===== src/rtl/uart_pkg.sv =====
// Shared definitions for the UART receive path: parity modes, receiver
// FSM states and the data-bit clamp helper.
package uart_pkg;

    localparam logic [1:0] PAR_NONE = 2'd0;
    localparam logic [1:0] PAR_EVEN = 2'd1;
    localparam logic [1:0] PAR_ODD  = 2'd2;

    typedef enum logic [2:0] {
        ST_IDLE,
        ST_START,
        ST_DATA,
        ST_PARITY,
        ST_STOP,
        ST_WAIT_HIGH
    } rx_state_t;

    // Requests below 5 run as 5 bits; requests above max_bits run as max_bits.
    function automatic logic [3:0] clamp_dbit(input logic [3:0] req,
                                              input logic [3:0] max_bits);
        logic [3:0] r;
        r = req;
        if (req < 4'd5)
            r = 4'd5;
        else if (req > max_bits)
            r = max_bits;
        return r;
    endfunction

endpackage


===== src/rtl/sync_fifo.sv =====
// Single-clock first-word-fall-through FIFO; push is accepted when full only
// if a pop happens in the same cycle, and pop is ignored when empty.
module sync_fifo #(
    parameter  int WIDTH = 10,
    parameter  int DEPTH = 16,
    localparam int AW    = $clog2(DEPTH)
) (
    input  logic             clk,
    input  logic             reset_n,
    input  logic             push,
    input  logic [WIDTH-1:0] wdata,
    input  logic             pop,
    output logic [WIDTH-1:0] rdata,
    output logic             full,
    output logic             empty,
    output logic [AW:0]      count
);

    logic [WIDTH-1:0] mem [DEPTH];
    logic [AW-1:0]    wr_ptr;
    logic [AW-1:0]    rd_ptr;
    logic             do_push;
    logic             do_pop;

    assign empty   = (count == '0);
    assign full    = (count == (AW+1)'(DEPTH));
    assign do_pop  = pop & ~empty;
    assign do_push = push & (~full | do_pop);

    always_ff @(posedge clk or negedge reset_n) begin
        if (!reset_n) begin
            wr_ptr <= '0;
            rd_ptr <= '0;
            count  <= '0;
        end else begin
            if (do_push)
                wr_ptr <= wr_ptr + 1'b1;
            if (do_pop)
                rd_ptr <= rd_ptr + 1'b1;
            case ({do_push, do_pop})
                2'b10:   count <= count + 1'b1;
                2'b01:   count <= count - 1'b1;
                default: ;
            endcase
        end
    end

    always_ff @(posedge clk) begin
        if (do_push)
            mem[wr_ptr] <= wdata;
    end

    assign rdata = mem[rd_ptr];

endmodule


===== src/rtl/uart_rx_fifo.sv =====
// UART receiver with FIFO and valid/ready output stream.
// Define UART_RX_BREAK_EN to add line-break detection and the brk pulse.
module uart_rx_fifo
    import uart_pkg::*;
#(
    parameter  int DBIT  = 8,
    parameter  int DEPTH = 16,
    localparam int AW    = $clog2(DEPTH)
) (
    input  logic            clk,
    input  logic            reset_n,
    input  logic            s_tick,
    input  logic [7:0]      os_tick,
    input  logic [3:0]      dbit,
    input  logic [1:0]      pbit,
    input  logic            rx,
    output logic            m_valid,
    input  logic            m_ready,
    output logic [DBIT-1:0] m_data,
    output logic            m_perr,
    output logic            m_ferr,
    output logic            overrun,
`ifdef UART_RX_BREAK_EN
    output logic            brk,
`endif
    output logic [AW:0]     fifo_count
);

    logic            rx_meta, rx_sync;
    rx_state_t       state, state_n;
    logic [7:0]      tick_cnt, tick_cnt_n;
    logic [7:0]      os_l, os_l_n;
    logic [3:0]      bit_idx, bit_idx_n;
    logic [3:0]      dbit_l, dbit_l_n;
    logic [1:0]      pbit_l, pbit_l_n;
    logic [DBIT-1:0] data_q, data_n;
    logic            par_q, par_n;
    logic            perr_q, perr_n;
    logic            par_rx_q, par_rx_n;
    logic            push;
    logic            sample;
    logic            par_en;
    logic [7:0]      half_last, bit_last;
    logic            pop;
    logic            fifo_full, fifo_empty;
    logic [DBIT+1:0] fifo_wdata, fifo_rdata;
`ifdef UART_RX_BREAK_EN
    logic            brk_hit;
`endif

    always_ff @(posedge clk or negedge reset_n) begin
        if (!reset_n) begin
            rx_meta <= 1'b1;
            rx_sync <= 1'b1;
        end else begin
            rx_meta <= rx;
            rx_sync <= rx_meta;
        end
    end

    assign half_last = {1'b0, os_l[7:1]} - 8'd1;
    assign bit_last  = os_l - 8'd1;
    assign sample    = s_tick && (tick_cnt == bit_last);
    assign par_en    = (pbit_l == PAR_EVEN) || (pbit_l == PAR_ODD);

    always_ff @(posedge clk or negedge reset_n) begin
        if (!reset_n) begin
            state    <= ST_IDLE;
            tick_cnt <= '0;
            os_l     <= '0;
            bit_idx  <= '0;
            dbit_l   <= '0;
            pbit_l   <= '0;
            data_q   <= '0;
            par_q    <= 1'b0;
            perr_q   <= 1'b0;
            par_rx_q <= 1'b0;
            overrun  <= 1'b0;
`ifdef UART_RX_BREAK_EN
            brk      <= 1'b0;
`endif
        end else begin
            state    <= state_n;
            tick_cnt <= tick_cnt_n;
            os_l     <= os_l_n;
            bit_idx  <= bit_idx_n;
            dbit_l   <= dbit_l_n;
            pbit_l   <= pbit_l_n;
            data_q   <= data_n;
            par_q    <= par_n;
            perr_q   <= perr_n;
            par_rx_q <= par_rx_n;
            overrun  <= push & fifo_full & ~pop;
`ifdef UART_RX_BREAK_EN
            brk      <= brk_hit;
`endif
        end
    end

    always_comb begin
        state_n    = state;
        tick_cnt_n = tick_cnt;
        os_l_n     = os_l;
        bit_idx_n  = bit_idx;
        dbit_l_n   = dbit_l;
        pbit_l_n   = pbit_l;
        data_n     = data_q;
        par_n      = par_q;
        perr_n     = perr_q;
        par_rx_n   = par_rx_q;
        push       = 1'b0;
`ifdef UART_RX_BREAK_EN
        brk_hit    = 1'b0;
`endif
        case (state)
            ST_IDLE: begin
                if (!rx_sync) begin
                    state_n    = ST_START;
                    tick_cnt_n = '0;
                    dbit_l_n   = clamp_dbit(dbit, 4'(DBIT));
                    pbit_l_n   = pbit;
                    os_l_n     = os_tick;
                end
            end
            ST_START: begin
                if (s_tick) begin
                    if (tick_cnt == half_last) begin
                        if (rx_sync) begin
                            state_n = ST_IDLE;
                        end else begin
                            state_n    = ST_DATA;
                            tick_cnt_n = '0;
                            bit_idx_n  = '0;
                            data_n     = '0;
                            par_n      = 1'b0;
                            perr_n     = 1'b0;
                            par_rx_n   = 1'b0;
                        end
                    end else begin
                        tick_cnt_n = tick_cnt + 8'd1;
                    end
                end
            end
            ST_DATA: begin
                if (sample) begin
                    tick_cnt_n = '0;
                    for (int unsigned i = 0; i < DBIT; i++)
                        if (4'(i) == bit_idx)
                            data_n[i] = rx_sync;
                    par_n = par_q ^ rx_sync;
                    if (bit_idx == dbit_l - 4'd1)
                        state_n = par_en ? ST_PARITY : ST_STOP;
                    else
                        bit_idx_n = bit_idx + 4'd1;
                end else if (s_tick) begin
                    tick_cnt_n = tick_cnt + 8'd1;
                end
            end
            ST_PARITY: begin
                if (sample) begin
                    tick_cnt_n = '0;
                    perr_n     = (par_q ^ rx_sync) != (pbit_l == PAR_ODD);
                    par_rx_n   = rx_sync;
                    state_n    = ST_STOP;
                end else if (s_tick) begin
                    tick_cnt_n = tick_cnt + 8'd1;
                end
            end
            ST_STOP: begin
                if (sample) begin
                    tick_cnt_n = '0;
`ifdef UART_RX_BREAK_EN
                    // par_rx_q is cleared at frame start, so it reads 0 for no-parity frames.
                    if ((data_q == '0) && !par_rx_q && !rx_sync) begin
                        brk_hit = 1'b1;
                        state_n = ST_WAIT_HIGH;
                    end else begin
                        push    = 1'b1;
                        state_n = rx_sync ? ST_IDLE : ST_WAIT_HIGH;
                    end
`else
                    push    = 1'b1;
                    state_n = rx_sync ? ST_IDLE : ST_WAIT_HIGH;
`endif
                end else if (s_tick) begin
                    tick_cnt_n = tick_cnt + 8'd1;
                end
            end
            ST_WAIT_HIGH: begin
                if (rx_sync)
                    state_n = ST_IDLE;
            end
            default: state_n = ST_IDLE;
        endcase
    end

    assign fifo_wdata = {~rx_sync, perr_q, data_q};
    assign pop        = m_valid & m_ready;

    sync_fifo #(
        .WIDTH(DBIT + 2),
        .DEPTH(DEPTH)
    ) u_fifo (
        .clk    (clk),
        .reset_n(reset_n),
        .push   (push),
        .wdata  (fifo_wdata),
        .pop    (pop),
        .rdata  (fifo_rdata),
        .full   (fifo_full),
        .empty  (fifo_empty),
        .count  (fifo_count)
    );

    assign m_valid = ~fifo_empty;
    assign m_data  = m_valid ? fifo_rdata[DBIT-1:0] : '0;
    assign m_perr  = m_valid & fifo_rdata[DBIT];
    assign m_ferr  = m_valid & fifo_rdata[DBIT+1];

endmodule


===== config.mk =====
export PLATFORM = sky130hd
export DESIGN_NAME = uart_rx_fifo
export DESIGN_NICKNAME = d
export VERILOG_FILES = /design/src/rtl/uart_pkg.sv /design/src/rtl/sync_fifo.sv /design/src/rtl/uart_rx_fifo.sv
export SDC_FILE = /design/constraint.sdc
export NUM_CORES = 1
export LEC_CHECK = 0
export ABC_AREA = 0
export CAP_MARGIN = 20
export CORE_MARGIN = 2
export CORE_UTILIZATION = 54
export CTS_BUF_LIST = sky130_fd_sc_hd__clkbuf_4
export DETAILED_ROUTE_END_ITERATION = 8
export PLACE_DENSITY = 0.77
export SLEW_MARGIN = 10
export SYNTH_ARGS = -nofsm -noshare
export SYNTH_HDL_FRONTEND = slang
export SYNTH_HIERARCHICAL = 1
export SYNTH_SLANG_ARGS = --single-unit

===== constraint.sdc =====
create_clock -name clk -period 6.7 [get_ports clk]
set_input_delay 1.34 -clock clk [delete_from_list [all_inputs] [get_ports clk]]
set_output_delay 1.34 -clock clk [all_outputs]
set_load 0.02 [all_outputs]

# Word level (Yosys, flattened, before mapping)
# Memories as Yosys holds them, arrays and structs flattened.
# Cells that the tools add are included.
# classes
n_lt_le_gt_ge,2
n_reduce_logical,24
bitwise_logic,13
eq_ne,40
n_addsub,9
muxes,52
# ops
cell,count
two-way mux 8 bit,10
AND reduction 6 bit,9
inequality test 2 bit (second input constant),18
two-way mux 3 bit,10
two-way mux 4 bit,7
one-hot mux 8 bit (3 select lines),1
one-hot mux 3 bit (6 select lines),1
two-way mux 1 bit,17
equality test 3 x 4 -> 1 bit (first input constant),4
equality test 8 bit,2
one-hot mux 8 bit (2 select lines),1
adder 4 x 1 -> 4 bit (second input constant),3
one-hot mux 5 bit (2 select lines),1
AND reduction 5 bit,2
adder 8 x 1 -> 8 bit (second input constant),1
equality test 2 x 4 -> 1 bit (first input constant),2
one-hot mux 4 bit (2 select lines),1
AND reduction 8 bit,1
subtractor 7 x 1 -> 8 bit (second input constant),1
subtractor 8 x 1 -> 8 bit (second input constant),1
AND 1 bit,7
equality test 3 x 2 -> 1 bit (second input constant),2
equality test 3 bit (second input constant),2
nonzero test 2 bit,3
27 further kinds,33
# word_totals
n_memories,1
mem_bits_rw,160
register_bits,55
inputBits,19
output_inout_bits,17
word_cells,163
# memory_table
name,words,word_bits,read_ports,rd_ports_with_merged_regs,write_ports,line_no,rtl
u_fifo.mem,16,10,1,0,1,sync_fifo.sv:19,logic [WIDTH-1:0] mem [DEPTH];

# Depth between registers and ports, before layout
# logic_depth
depth_word,8
mapped_depth,16
mapped_depth_nobuf,14

# Modules after synthesis
# The synthesis kept the hierarchy.
# modules_own_cells
mod,seq_area_each_um2,cells_per_inst,instances,area_per_inst_um2
sync_fifo,5129.9,354,1,7050.5
uart_rx_fifo,1053.5,330,1,2758.9

# Worst setup path after synthesis
# OpenSTA, ideal clock, no wires.
# synth_path
path_type,input-to-reg
start,in s_tick
end,mem u_fifo.mem[3][0] (enable)
arrival_time_ns,3.789
n_path_buf,3
setup_ns,0.390
required_ns,6.310
path_slack_ns,2.521
cell_stages,9
cell_sequence,clkbuf_1 > inv_1 > nor4_1 > nand4_1 > nor2_1 > clkbuf_1 > buf_2 > nand2_1 > nor3_1
# synth_between
elab_chain_len,6
# synth_lines
element,line_no,rtl
from (decl),uart_rx_fifo.sv:12,"input logic s_tick,"
logical AND 1 bit,uart_rx_fifo.sv:63,assign sample = s_tick && (tick_cnt == bit_last);
two-way mux 1 bit,uart_rx_fifo.sv:170,if (sample) begin
two-way mux 1 bit,uart_rx_fifo.sv:115,case (state)
net push,uart_rx_fifo.sv:40,logic push;
AND 1 bit,sync_fifo.sv:28,assign do_push = push & (~full | do_pop);
two-way mux 1 bit,sync_fifo.sv:49,if (do_push)
two-way mux 1 bit (implied by the code),sync_fifo.sv:50,mem[wr_ptr] <= wdata;
to (decl),sync_fifo.sv:19,
# The timed path passes the listed nets, and every way through them passes these cells.

# Worst setup path after layout
# layout_path
start,reg u_fifo.rd_ptr[0]
end,out m_data[6]
# layout_between
elab_chain_len,2
# layout_lines
element,line_no,rtl
from (decl),sync_fifo.sv:21,logic [AW-1:0] rd_ptr;
from (signal assigned),sync_fifo.sv:39,rd_ptr <= rd_ptr + 1'b1;
memory (16 x 10 bit),n/a,
net fifo_rdata[6],uart_rx_fifo.sv:46,"logic [DBIT+1:0] fifo_wdata, fifo_rdata;"
two-way mux 8 bit,uart_rx_fifo.sv:216,assign m_data = m_valid ? fifo_rdata[DBIT-1:0] : '0;
to (decl),uart_rx_fifo.sv:19,"output logic [DBIT-1:0] m_data,"
# The timed path passes the listed nets, and every way through them passes these cells.

==> results.md <==
- Fill count: 1319
- Max Slew Vio Count: 0
- Sw frac: around a third
- Clock power share: 26.1%
- Synth Net Count: around 700
- GR Util met1: about 29%
- Sequential power share: a little over two fifths
- Power per cell area: 378 nW/um^2
- N_diodes: 0
- Worst-Skew Late Latency: between 0.6 and 0.7 ns
- Global-route wire length before repair: around 32 mm
- Unrepaired setup endpoints after global routing: no
- Yosys warns: 6
- Setup crit end kind: output pin
- Routed vias: slightly above 6000
- Register area share after synthesis: 63.0%
- I/O pins: 36
- P_int: 2.71 mW
- Asr flop ratio synth: between 20 and 30%
- Number of CTS-inserted buffers: 52
- Remaining Overflow, GRT: 0
- CTS clk-pin slew, worst paths: 0.07 ns
- Final period util: between 70% and 80%
- Syn Area/Cell: approximately 14 um^2
- Cell variety after synth: 71
- Worst EP required: around 5.4 ns
- Min cycle time layout: about 5.1 ns
- Num rows: between 40 and 50
- WL/cell: about 20 um
- DRT Pass-1 Iters: 7
- Hold slack: 0.358 ns
- Vias per cell: roughly 6
- Synth area leaders: edfxtp_1, dfrtp_1, mux4_2
- Pin count of the biggest net entering global routing: 56
- GR peak layer: met2
- DRC Markers: 0
- Hold Buf Count CTS: 0
- NumNets Final: approximately 800
- WP data arrival: roughly 3.7 ns
- Setup Buffers After CTS: 0
- LEAKAGE: 4.04 nW
- Vias in the first global route: slightly above 6000
- DRT Wirelength: around 20 mm
- Core area: 17900 um^2
- Initial antenna violation count: 0
- Setup TNS: 0 ns
- Worst Clk Skew: 0.0549 ns
- Clk sinks: ~220
- Area grow syn2layout: 12.1%
- Cell Count, Final, Fillers Out: 1020
- Die area: just under 20000 um^2
- Worst IR Drop VDD: roughly 0.26 mV
- Die W: about 140 um
- Final setup violation count: 0
- Total power: 4.16 mW
- Global-route met3 utilization: approximately 4.2%
- Post-synth top area share: about half
- Met2 Use GR: 35.6%
- Critical path class: flop to output pin
- DP Cell Count: 922
- Clock H-tree levels: 2
- Worst Tran Pin Value: about 1.0 ns
- RD Place Congestion: roughly 0.90
- Final Hold Violating Endpoints: 0
- Share of cells above drive strength 1: between 10% and 20%
- Combinational Power Share: approximately 32%
- Max Cap Viol: 0
- Startpoint Class: flop
- Fmax: 197 MHz
- DR iter-0 viols: between 600 and 700
- Most frequent cells in the layout: edfxtp_1, clkbuf_4, nand2_1
- Die Span Y: approximately 140 um
- Min-Delay Path Class: flop to flop
- Status: complete, no violations
- Post-Syn Area: ~9800 um^2
- Initial Utilization: about 55%
- Area leader, netlist: edfxtp_1
- CP Max Fanout: 23
- Post-CTS sizing: 0
- Clk root buf: clkbuf_4
- Synth Register Bits: about 220
- Max clock buf depth: 3
- PortBufs: 35
- GRT Util Overall: between 20% and 30%
- Number of flops mapped to enable cells by yosys: between 150 and 200
- DP HPWL: 13.3 mm
- Primary FF master, synth: edfxtp_1
- Slew margin rel.: between 30% and 40%
- Synth Instances: about 680
- Antenna-violating nets left: 0
- Commonest non-fill, non-tap cell in the layout: edfxtp_1
- P_sw: 1.45 mW
- CTS tree: yes
metrics by stage:
| stage | util, % | instance area, um^2 | setup slack, ns |
|---|---|---|---|
| finish | 61.4 | 11000 | 1.62 |
| global route | 61.4 | 11000 | 1.39 |
| CTS | 61.4 | 11000 | 1.54 |
| detailed placement | 57.6 | 10300 | 2.02 |
| global placement | 57.6 | 10300 | 2.14 |
| floorplan | - | 9810 | 2.52 |
flip-flops by register name (all words and copies together), names as in the netlist:
| signal | count |
|---|---|
| data_q | 8 |
| u_fifo/rd_ptr | 4 |
| state | 3 |
| os_l | 8 |
| rx_sync | 1 |
| dbit_l | 4 |
| rx_meta | 1 |
| overrun | 1 |
| tick_cnt | 8 |
| par_q | 1 |
| u_fifo/count | 5 |
| perr_q | 1 |
| pbit_l | 2 |
| u_fifo/mem | 160 |
| u_fifo/wr_ptr | 4 |
| bit_idx | 4 |
cell families (layout without fill, tap and decap cells):
kind of cell    after synthesis  count (layout)  share of synthesized area, %
flops                       215             215                          63.0
simple gates                194             194                          9.91
compound gates              115             115                          8.06
buf+inv                      61             168                          3.16
mux                          46              46                          10.3
xor+xnor                     35              35                          3.13
fa+ha+maj                    18              18                          2.37
area by class of cell:
cell class | count | area [um^2] | share of cell area, %
clock buffers | 75 | 563 | 5.12
clock inverters | 23 | 129 | 1.17
inverters | 26 | 97.6 | 0.888
multi-input cells | 408 | 3320 | 30.2
flip-flops and latches | 215 | 6180 | 56.2
well taps | 229 | 287 | 2.61
repair buffers | 44 | 413 | 3.76
power by group through the flow:
stage | sequential [mW] | combinational, mW | clock, mW
after floorplan | 1.63 | 1.13 | 0
after global placement | 1.75 | 1.30 | 0
after detailed placement | 1.76 | 1.34 | 0
after CTS | 1.74 | 1.35 | 1.11
after global routing | 1.76 | 1.47 | 1.19
final | 1.73 | 1.34 | 1.09
critical path, cell delays in order, from the launching register on:
cell	delay, ns
dfrtp_2	0.83
buf_4	0.47
mux4_1	0.66
a22oi_1	0.36
nand2_1	0.08
nor2b_1	0.13
clkdlybuf4s50_1	0.55
layer usage:
metal / up-vias / routed length (um)
met3: 30 / 1270
met1: 3102 / 8550
met2: 254 / 10300
li1: 2768 / -
met5: - / 0
met4: 0 / 416
final timing paths:
kind	slack, ns	cells after the start	to	start
hold / removal	0.36	0	rx_sync$_DFF_PN1_	rx_meta$_DFF_PN1_
max in group asynchronous	5.34	2	u_fifo/rd_ptr[0]$_DFFE_PN0N_	reset_n
hold reg to reg	0.36	0	rx_sync$_DFF_PN1_	rx_meta$_DFF_PN1_
setup reg to reg	2.82	11	u_fifo/mem[8][3]$_DFFE_PP_	os_l[1]$_DFFE_PN0P_
min in group asynchronous	0.79	2	os_l[0]$_DFFE_PN0P_	reset_n
setup / recovery	1.62	6	m_data[6]	u_fifo/rd_ptr[0]$_DFFE_PN0N_
cell usage after synthesis, types with 4 or more instances:
master,count
edfxtp_1,160
nand2_1,66
dfrtp_1,53
nor2_1,41
o21ai_0,37
mux4_2,27
inv_1,26
xnor2_1,26
a22oi_1,21
clkbuf_1,18
nand3_1,18
a21oi_1,17
ha_1,17
nor2b_1,16
nor3_1,14
mux4_1,13
xor2_1,9
a31oi_1,7
buf_2,6
nand2b_1,6
nand4_1,5
buf_4,4
nor4_1,4
Note: power is estimated with default switching activity, not from simulation.
